==> src/rtl/sqr6_sweep_ctrl_if.sv <==
// Sequencer-side handshake and result bus of the 6-input exhaustive sweep controller.
interface sqr6_sweep_ctrl_if;
  logic        start;
  logic        abort;
  logic        busy;
  logic        done;
  logic        pass;
  logic [63:0] tt;
  logic [6:0]  mis_cnt;
  logic [5:0]  first_mis;
  logic [15:0] sig;

  modport master (
    output start, abort,
    input  busy, done, pass, tt, mis_cnt, first_mis, sig
  );

  modport slave (
    input  start, abort,
    output busy, done, pass, tt, mis_cnt, first_mis, sig
  );
endinterface

==> src/rtl/sqr6_sweep_ctrl.sv <==
// Exhaustive 64-vector sweep of a 6-in/1-out function, compared against GOLDEN_TT.
// Define SQR6_SWEEP_MISR_EN to build the 16-bit MISR signature on sig; otherwise sig is 0.
//
// state    | meaning
// S_IDLE   | waiting for start; x0..x5 hold the last vector
// S_SETTLE | vector driven, settle timer running
// S_SAMPLE | y0 captured and compared, advance or finish
// S_DONE   | one-cycle done pulse, pass valid
module sqr6_sweep_ctrl #(
  parameter logic [63:0] GOLDEN_TT     = 64'h0,
  parameter int unsigned SETTLE_CYCLES = 2
) (
  input  logic               clk,
  input  logic               rst,
  sqr6_sweep_ctrl_if.slave   bus,
  output logic               x0,
  output logic               x1,
  output logic               x2,
  output logic               x3,
  output logic               x4,
  output logic               x5,
  input  logic               y0
);

  typedef enum logic [1:0] {
    S_IDLE   = 2'd0,
    S_SETTLE = 2'd1,
    S_SAMPLE = 2'd2,
    S_DONE   = 2'd3
  } state_t;

  localparam logic [7:0] SCNT_LOAD = 8'(SETTLE_CYCLES - 1);

  state_t      state, state_nxt;
  logic [5:0]  vec;
  logic [7:0]  scnt;
  logic [63:0] tt;
  logic [6:0]  mis_cnt;
  logic [5:0]  first_mis;
  logic        pass;

  logic start_acc;
  logic abort_any;
  logic sample_en;
  logic mis;
  logic last_vec;

  always_ff @(posedge clk or posedge rst) begin
    if (rst) state <= S_IDLE;
    else     state <= state_nxt;
  end

  always_comb begin
    state_nxt = state;
    start_acc = 1'b0;
    abort_any = 1'b0;
    sample_en = 1'b0;
    case (state)
      S_IDLE: begin
        if (bus.start && !bus.abort) begin
          start_acc = 1'b1;
          state_nxt = S_SETTLE;
        end
      end
      S_SETTLE: begin
        if (bus.abort) begin
          abort_any = 1'b1;
          state_nxt = S_IDLE;
        end else if (scnt == 8'd0) begin
          state_nxt = S_SAMPLE;
        end
      end
      S_SAMPLE: begin
        if (bus.abort) begin
          abort_any = 1'b1;
          state_nxt = S_IDLE;
        end else begin
          sample_en = 1'b1;
          state_nxt = last_vec ? S_DONE : S_SETTLE;
        end
      end
      S_DONE: begin
        abort_any = bus.abort;
        state_nxt = S_IDLE;
      end
      default: state_nxt = S_IDLE;
    endcase
  end

  assign mis      = (y0 != GOLDEN_TT[vec]);
  assign last_vec = (vec == 6'd63);

  // Settle timer counts down from SETTLE_CYCLES-1; SAMPLE follows terminal count.
  always_ff @(posedge clk or posedge rst) begin
    if (rst) begin
      vec  <= 6'd0;
      scnt <= 8'd0;
    end else if (start_acc) begin
      vec  <= 6'd0;
      scnt <= SCNT_LOAD;
    end else if (state == S_SETTLE && !bus.abort && scnt != 8'd0) begin
      scnt <= scnt - 8'd1;
    end else if (sample_en && !last_vec) begin
      vec  <= vec + 6'd1;
      scnt <= SCNT_LOAD;
    end
  end

  // pass is resolved on the final sample so it is already valid while done is high.
  always_ff @(posedge clk or posedge rst) begin
    if (rst) begin
      tt        <= 64'h0;
      mis_cnt   <= 7'd0;
      first_mis <= 6'd0;
      pass      <= 1'b0;
    end else if (start_acc) begin
      tt        <= 64'h0;
      mis_cnt   <= 7'd0;
      first_mis <= 6'd0;
      pass      <= 1'b0;
    end else if (abort_any) begin
      pass <= 1'b0;
    end else if (sample_en) begin
      tt[vec] <= y0;
      if (mis) begin
        mis_cnt <= mis_cnt + 7'd1;
        if (mis_cnt == 7'd0) first_mis <= vec;
      end
      if (last_vec) pass <= (mis_cnt == 7'd0) && !mis;
    end
  end

`ifdef SQR6_SWEEP_MISR_EN
  logic [15:0] misr;

  always_ff @(posedge clk or posedge rst) begin
    if (rst) begin
      misr <= 16'h0000;
    end else if (start_acc) begin
      misr <= 16'hFFFF;
    end else if (sample_en) begin
      misr <= {misr[14:0], 1'b0} ^ (misr[15] ? 16'h1021 : 16'h0000) ^ {15'b0, y0};
    end
  end

  assign bus.sig = misr;
`else
  assign bus.sig = 16'h0000;
`endif

  assign {x5, x4, x3, x2, x1, x0} = vec;
  assign bus.busy      = (state == S_SETTLE) || (state == S_SAMPLE);
  assign bus.done      = (state == S_DONE);
  assign bus.pass      = pass;
  assign bus.tt        = tt;
  assign bus.mis_cnt   = mis_cnt;
  assign bus.first_mis = first_mis;

endmodule

==> src/flat_wrapper.sv <==
// flat-port wrapper written by rule: the top's interface ports become plain ports
module sqr6_sweep_ctrl_flat 
#(
  parameter logic [63:0] GOLDEN_TT     = 64'h0,
  parameter int unsigned SETTLE_CYCLES = 2
)
  (clk, rst, x0, x1, x2, x3, x4, x5, y0, bus_start, bus_abort, bus_busy, bus_done, bus_pass, bus_tt, bus_mis_cnt, bus_first_mis, bus_sig);
  sqr6_sweep_ctrl_if bus_i ();
  input  logic clk;
  input  logic rst;
  output logic x0;
  output logic x1;
  output logic x2;
  output logic x3;
  output logic x4;
  output logic x5;
  input  logic y0;
  input wire logic [$bits(bus_i.start)-1:0] bus_start;
  input wire logic [$bits(bus_i.abort)-1:0] bus_abort;
  output wire logic [$bits(bus_i.busy)-1:0] bus_busy;
  output wire logic [$bits(bus_i.done)-1:0] bus_done;
  output wire logic [$bits(bus_i.pass)-1:0] bus_pass;
  output wire logic [$bits(bus_i.tt)-1:0] bus_tt;
  output wire logic [$bits(bus_i.mis_cnt)-1:0] bus_mis_cnt;
  output wire logic [$bits(bus_i.first_mis)-1:0] bus_first_mis;
  output wire logic [$bits(bus_i.sig)-1:0] bus_sig;
  assign bus_i.start = bus_start;
  assign bus_i.abort = bus_abort;
  assign bus_busy = bus_i.busy;
  assign bus_done = bus_i.done;
  assign bus_pass = bus_i.pass;
  assign bus_tt = bus_i.tt;
  assign bus_mis_cnt = bus_i.mis_cnt;
  assign bus_first_mis = bus_i.first_mis;
  assign bus_sig = bus_i.sig;
  sqr6_sweep_ctrl #(.GOLDEN_TT(GOLDEN_TT), .SETTLE_CYCLES(SETTLE_CYCLES)) u_core (.clk(clk), .rst(rst), .bus(bus_i), .x0(x0), .x1(x1), .x2(x2), .x3(x3), .x4(x4), .x5(x5), .y0(y0));
endmodule
==> config.mk <==
export PLATFORM = sky130hd
export DESIGN_NAME = sqr6_sweep_ctrl_flat
export DESIGN_NICKNAME = d
export VERILOG_FILES = /design/src/rtl/sqr6_sweep_ctrl_if.sv /design/src/rtl/sqr6_sweep_ctrl.sv /design/src/flat_wrapper.sv
export SDC_FILE = /design/constraint.sdc
export NUM_CORES = 1
export LEC_CHECK = 0
export BUFFER_PORTS_ARGS = -buffer_cell sky130_fd_sc_hd__buf_4
export CORE_MARGIN = 10
export CORE_UTILIZATION = 37
export DETAILED_ROUTE_END_ITERATION = 8
export GPL_TIMING_DRIVEN = 0
export PLACE_DENSITY = 0.63
export SLEW_MARGIN = 20
export SYNTH_ARGS = -nofsm -noshare
export SYNTH_HDL_FRONTEND = slang
export SYNTH_SLANG_ARGS = --single-unit
==> constraint.sdc <==
create_clock -name clk -period 10.3 [get_ports clk]
set_clock_uncertainty 0.2 [all_clocks]
set_input_delay 3.09 -clock clk [delete_from_list [all_inputs] [get_ports clk]]
set_output_delay 3.09 -clock clk [all_outputs]
set_load 0.02 [all_outputs]
==> reports/qor.csv <==
stage,metric,value,unit
global_routing,first-pass GRT wire length,23000,µm
critical_path,R2R Setup Slk,7420,ps
logic_synthesis,synth unique cells,49,
critical_path,crit end category,flip-flop,
critical_path,worst reg2reg path depth,8,
cells_and_area,Seq. cell area,2350,µm²
logic_synthesis,Syn Area/Cell,9.64,µm²
cts,clock slew at reported path FFs,70,ps
cells_and_area,Finished Cell Area,6280,µm²
status,outcome,completed,
cells_and_area,n_diodes,0,
sta,Max transition margin,38.9,%
logic_synthesis,Post-synth EDFFs,0,
critical_path,Worst Path Required,10320,ps
floorplanning,Die ar.,18400,µm²
global_routing,vias in the first global route,4188,
logic_synthesis,Synth async-reset ratio,100,%
cells_and_area,most frequent cells in the layout,"buf_4 (105), dfrtp_1 (94), nor2_1 (51), mux2i_1 (46), clkbuf_1 (33)",
placed_design,GP Congestion,0.875,
cells_and_area,Final nets,644,
floorplanning,die height,136,µm
floorplanning,IO Pins,107,
sta,Final Hold Viols,0,
sta,fin crit period,5020,ps
sta,setup ws final,5280,ps
critical_path,Critical Path Start Type,input port,
floorplanning,Initial Util,37.6,%
power,Static Leakage,3.00,nW
logic_synthesis,Yosys Warn Count,0,
global_routing,GRT Util Overall,15.8,%
logic_synthesis,"Seq/Total Area, Yosys",47.5,%
min_path,hold wc startpoint,u_core.bus.first_mis[2],
logic_synthesis,"top cells by area, synth","dfrtp_1 (47%), mux2i_1 (9.3%), nor2_1 (3.9%), a21oi_1 (2.8%), o21ai_0 (2.8%)",
floorplanning,Core Area,13200,µm²
placed_design,DP Wirelength,11000,µm
placed_design,Setup WS pre-CTS,4900,ps
critical_path,worst setup path class,in -> reg,
placed_design,area of placed instances,5930,µm²
cells_and_area,"leading cell type in the layout, fill and taps excluded",buf_4,
sta,setup violators final,0,
floorplanning,chip width,136,µm
min_path,Hold Crit Class,reg -> reg,
global_routing,initial antenna violation count,0,
sta,Least-Margin Pin Slew,915,ps
critical_path,worst reg2reg endpoint,u_core.bus.tt[13],
flow_run,max-cap viol count,0,
global_routing,GRT overflow,0,
cells_and_area,Layout area overhead,26.8,%
cts,TritonCTS clock tree,built,
sta,setup_tns,0,ps
cts,post-CTS setup buffers,0,
cts,hold-fix buffers at CTS,0,
drt,Remaining DRCs,0,
sta,unrepaired setup endpoints after global routing,no,
drt,Pre-Repair DR Iteration Count,5,
critical_path,R2R Path Start,u_core.state[0],
cts,# resized after CTS,0,
cts,root buf cell,clkbuf_16,
sta,"Slew Viols, Final",0,
drt,vias,4283,
cells_and_area,FILL cells,1267,
logic_synthesis,Yosys top cell area share,47.5,%
power,Cell Pwr Density,164,nW/µm²
drt,number of DRC markers in iteration 0,373,
critical_path,worst path arrival time,5040,ps
placed_design,Port Buffers,89,
logic_synthesis,"Top FF cell, synth",dfrtp_1,
critical_path,largest fanout on the critical path,10,
cts,H-tree Lvls,3,
power,Peak VDD IR,0.0613,mV
drt,DR WL/cell,18.1,µm
drt,Detail Route Antenna Nets,0,
cts,Clock Latency Late Sink,350,ps
cells_and_area,area of the multi-input gates,2340,µm²
cts,clk buf depth,2,
floorplanning,Rows,42,
min_path,hold endpoint,u_core.bus.first_mis[2],
sta,FMAX,0.199,GHz
cells_and_area,ratio of cells with drive above 1 in the final layout,23.0,%
sta,fin crit share,48.8,%
drt,Routed Wire Length,14600,µm
logic_synthesis,mapped cell area,4950,µm²
cts,Num CTS Buffers,9,
logic_synthesis,"area leader, netlist",dfrtp_1,
logic_synthesis,Synth Instances,514,
global_routing,largest net degree at the start of global routing,55,
drt,via density per instance,5.28,
logic_synthesis,"FF+latch count, synth",94,
cts,Clock Sinks,94,
min_path,hold depth,1,
## kinds of logic (layout without fill, tap and decap cells)
| kind of cell | after synthesis | count (layout) | share of synthesized area [%] |
|---|---|---|---|
| simple gates | 207 | 207 | 22.3 |
| flops | 94 | 94 | 47.5 |
| compound gates | 73 | 73 | 8.69 |
| buf+inv | 67 | 173 | 6.47 |
| mux | 55 | 55 | 11.3 |
| fa+ha+maj | 9 | 9 | 2.27 |
| xor+xnor | 8 | 8 | 1.41 |
| other cells | 1 | 16 | 0.0757 |
## worst max-delay path by stage
| stage | start | to | slack, ps |
|---|---|---|---|
| after floorplan | rst | u_core.bus.first_mis[0] | 4560 |
| after global placement | rst | u_core.bus.tt[59] | 3410 |
| after detailed placement | bus_abort | u_core.bus.tt[13] | 4900 |
| after CTS | bus_abort | u_core.bus.tt[13] | 5250 |
| after global routing | bus_abort | u_core.bus.tt[13] | 5070 |
| final | bus_abort | u_core.bus.tt[13] | 5280 |
## sequential cells by signal (all words and copies together), names as in the netlist
name,flops
u_core.bus.first_mis,6
u_core.bus.mis_cnt,7
u_core.bus.pass,1
u_core.bus.tt,64
u_core.scnt,8
u_core.state,2
u_core.vec,6
## Yosys cell counts (10+ instances only)
library cell   n
mux2i_1       46
buf_4         16
nand3_1       25
nand4_1       22
inv_1         10
a21oi_1       28
o21ai_0       28
nand2_1       29
dfrtp_1       94
clkbuf_1      32
nor2_1        51
nor3_1        27
## power breakdown
group | switching, W | internal, W
Combinational | 0.000145 | 0.0000824
Clock | 0.000144 | 0.000244
Sequential | 0.0000220 | 0.000390
## worst max-delay path: stages
cell and delay [ps]:
buf_4 120, clkbuf_1 220, nand2b_1 220, nor2_1 380, clkbuf_1 440, buf_1 460
nor2_1 120
## through the flow
stage          std cells  hold WS, ps  utilization (%)  total power [W]
2_1_floorplan        529          291                -         0.000582
5_1_grt              811          346             47.6          0.00107
6_report             811          313             47.6          0.00103
3_5_place_dp         795          310             45.0         0.000645
4_1_cts              811          322             47.6          0.00103
3_3_place_gp         794          297             44.7         0.000637
## per-layer routing
layer / part of all wire [%] / GRT usage, % / vias up
met3: 6.2 / 3.82 / 21
met5: 0 / 0 / -
met1: 44 / 20.3 / 2088
met2: 47 / 24.5 / 144
li1: - / - / 2030
met4: 2.4 / 7.24 / 0
## cell type report
| cell class | instances | area share, % |
|---|---|---|
| buffer | 57 | 4.50 |
| clock buffer | 11 | 3.87 |
| clock inverter | 5 | 1.69 |
| inverter | 10 | 0.677 |
| multi-input combinational | 368 | 37.2 |
| sequential | 94 | 37.5 |
| tap | 176 | 3.51 |
| timing repair buffer | 90 | 11.1 |
No activity file was read; power rests on OpenSTA's default activity.
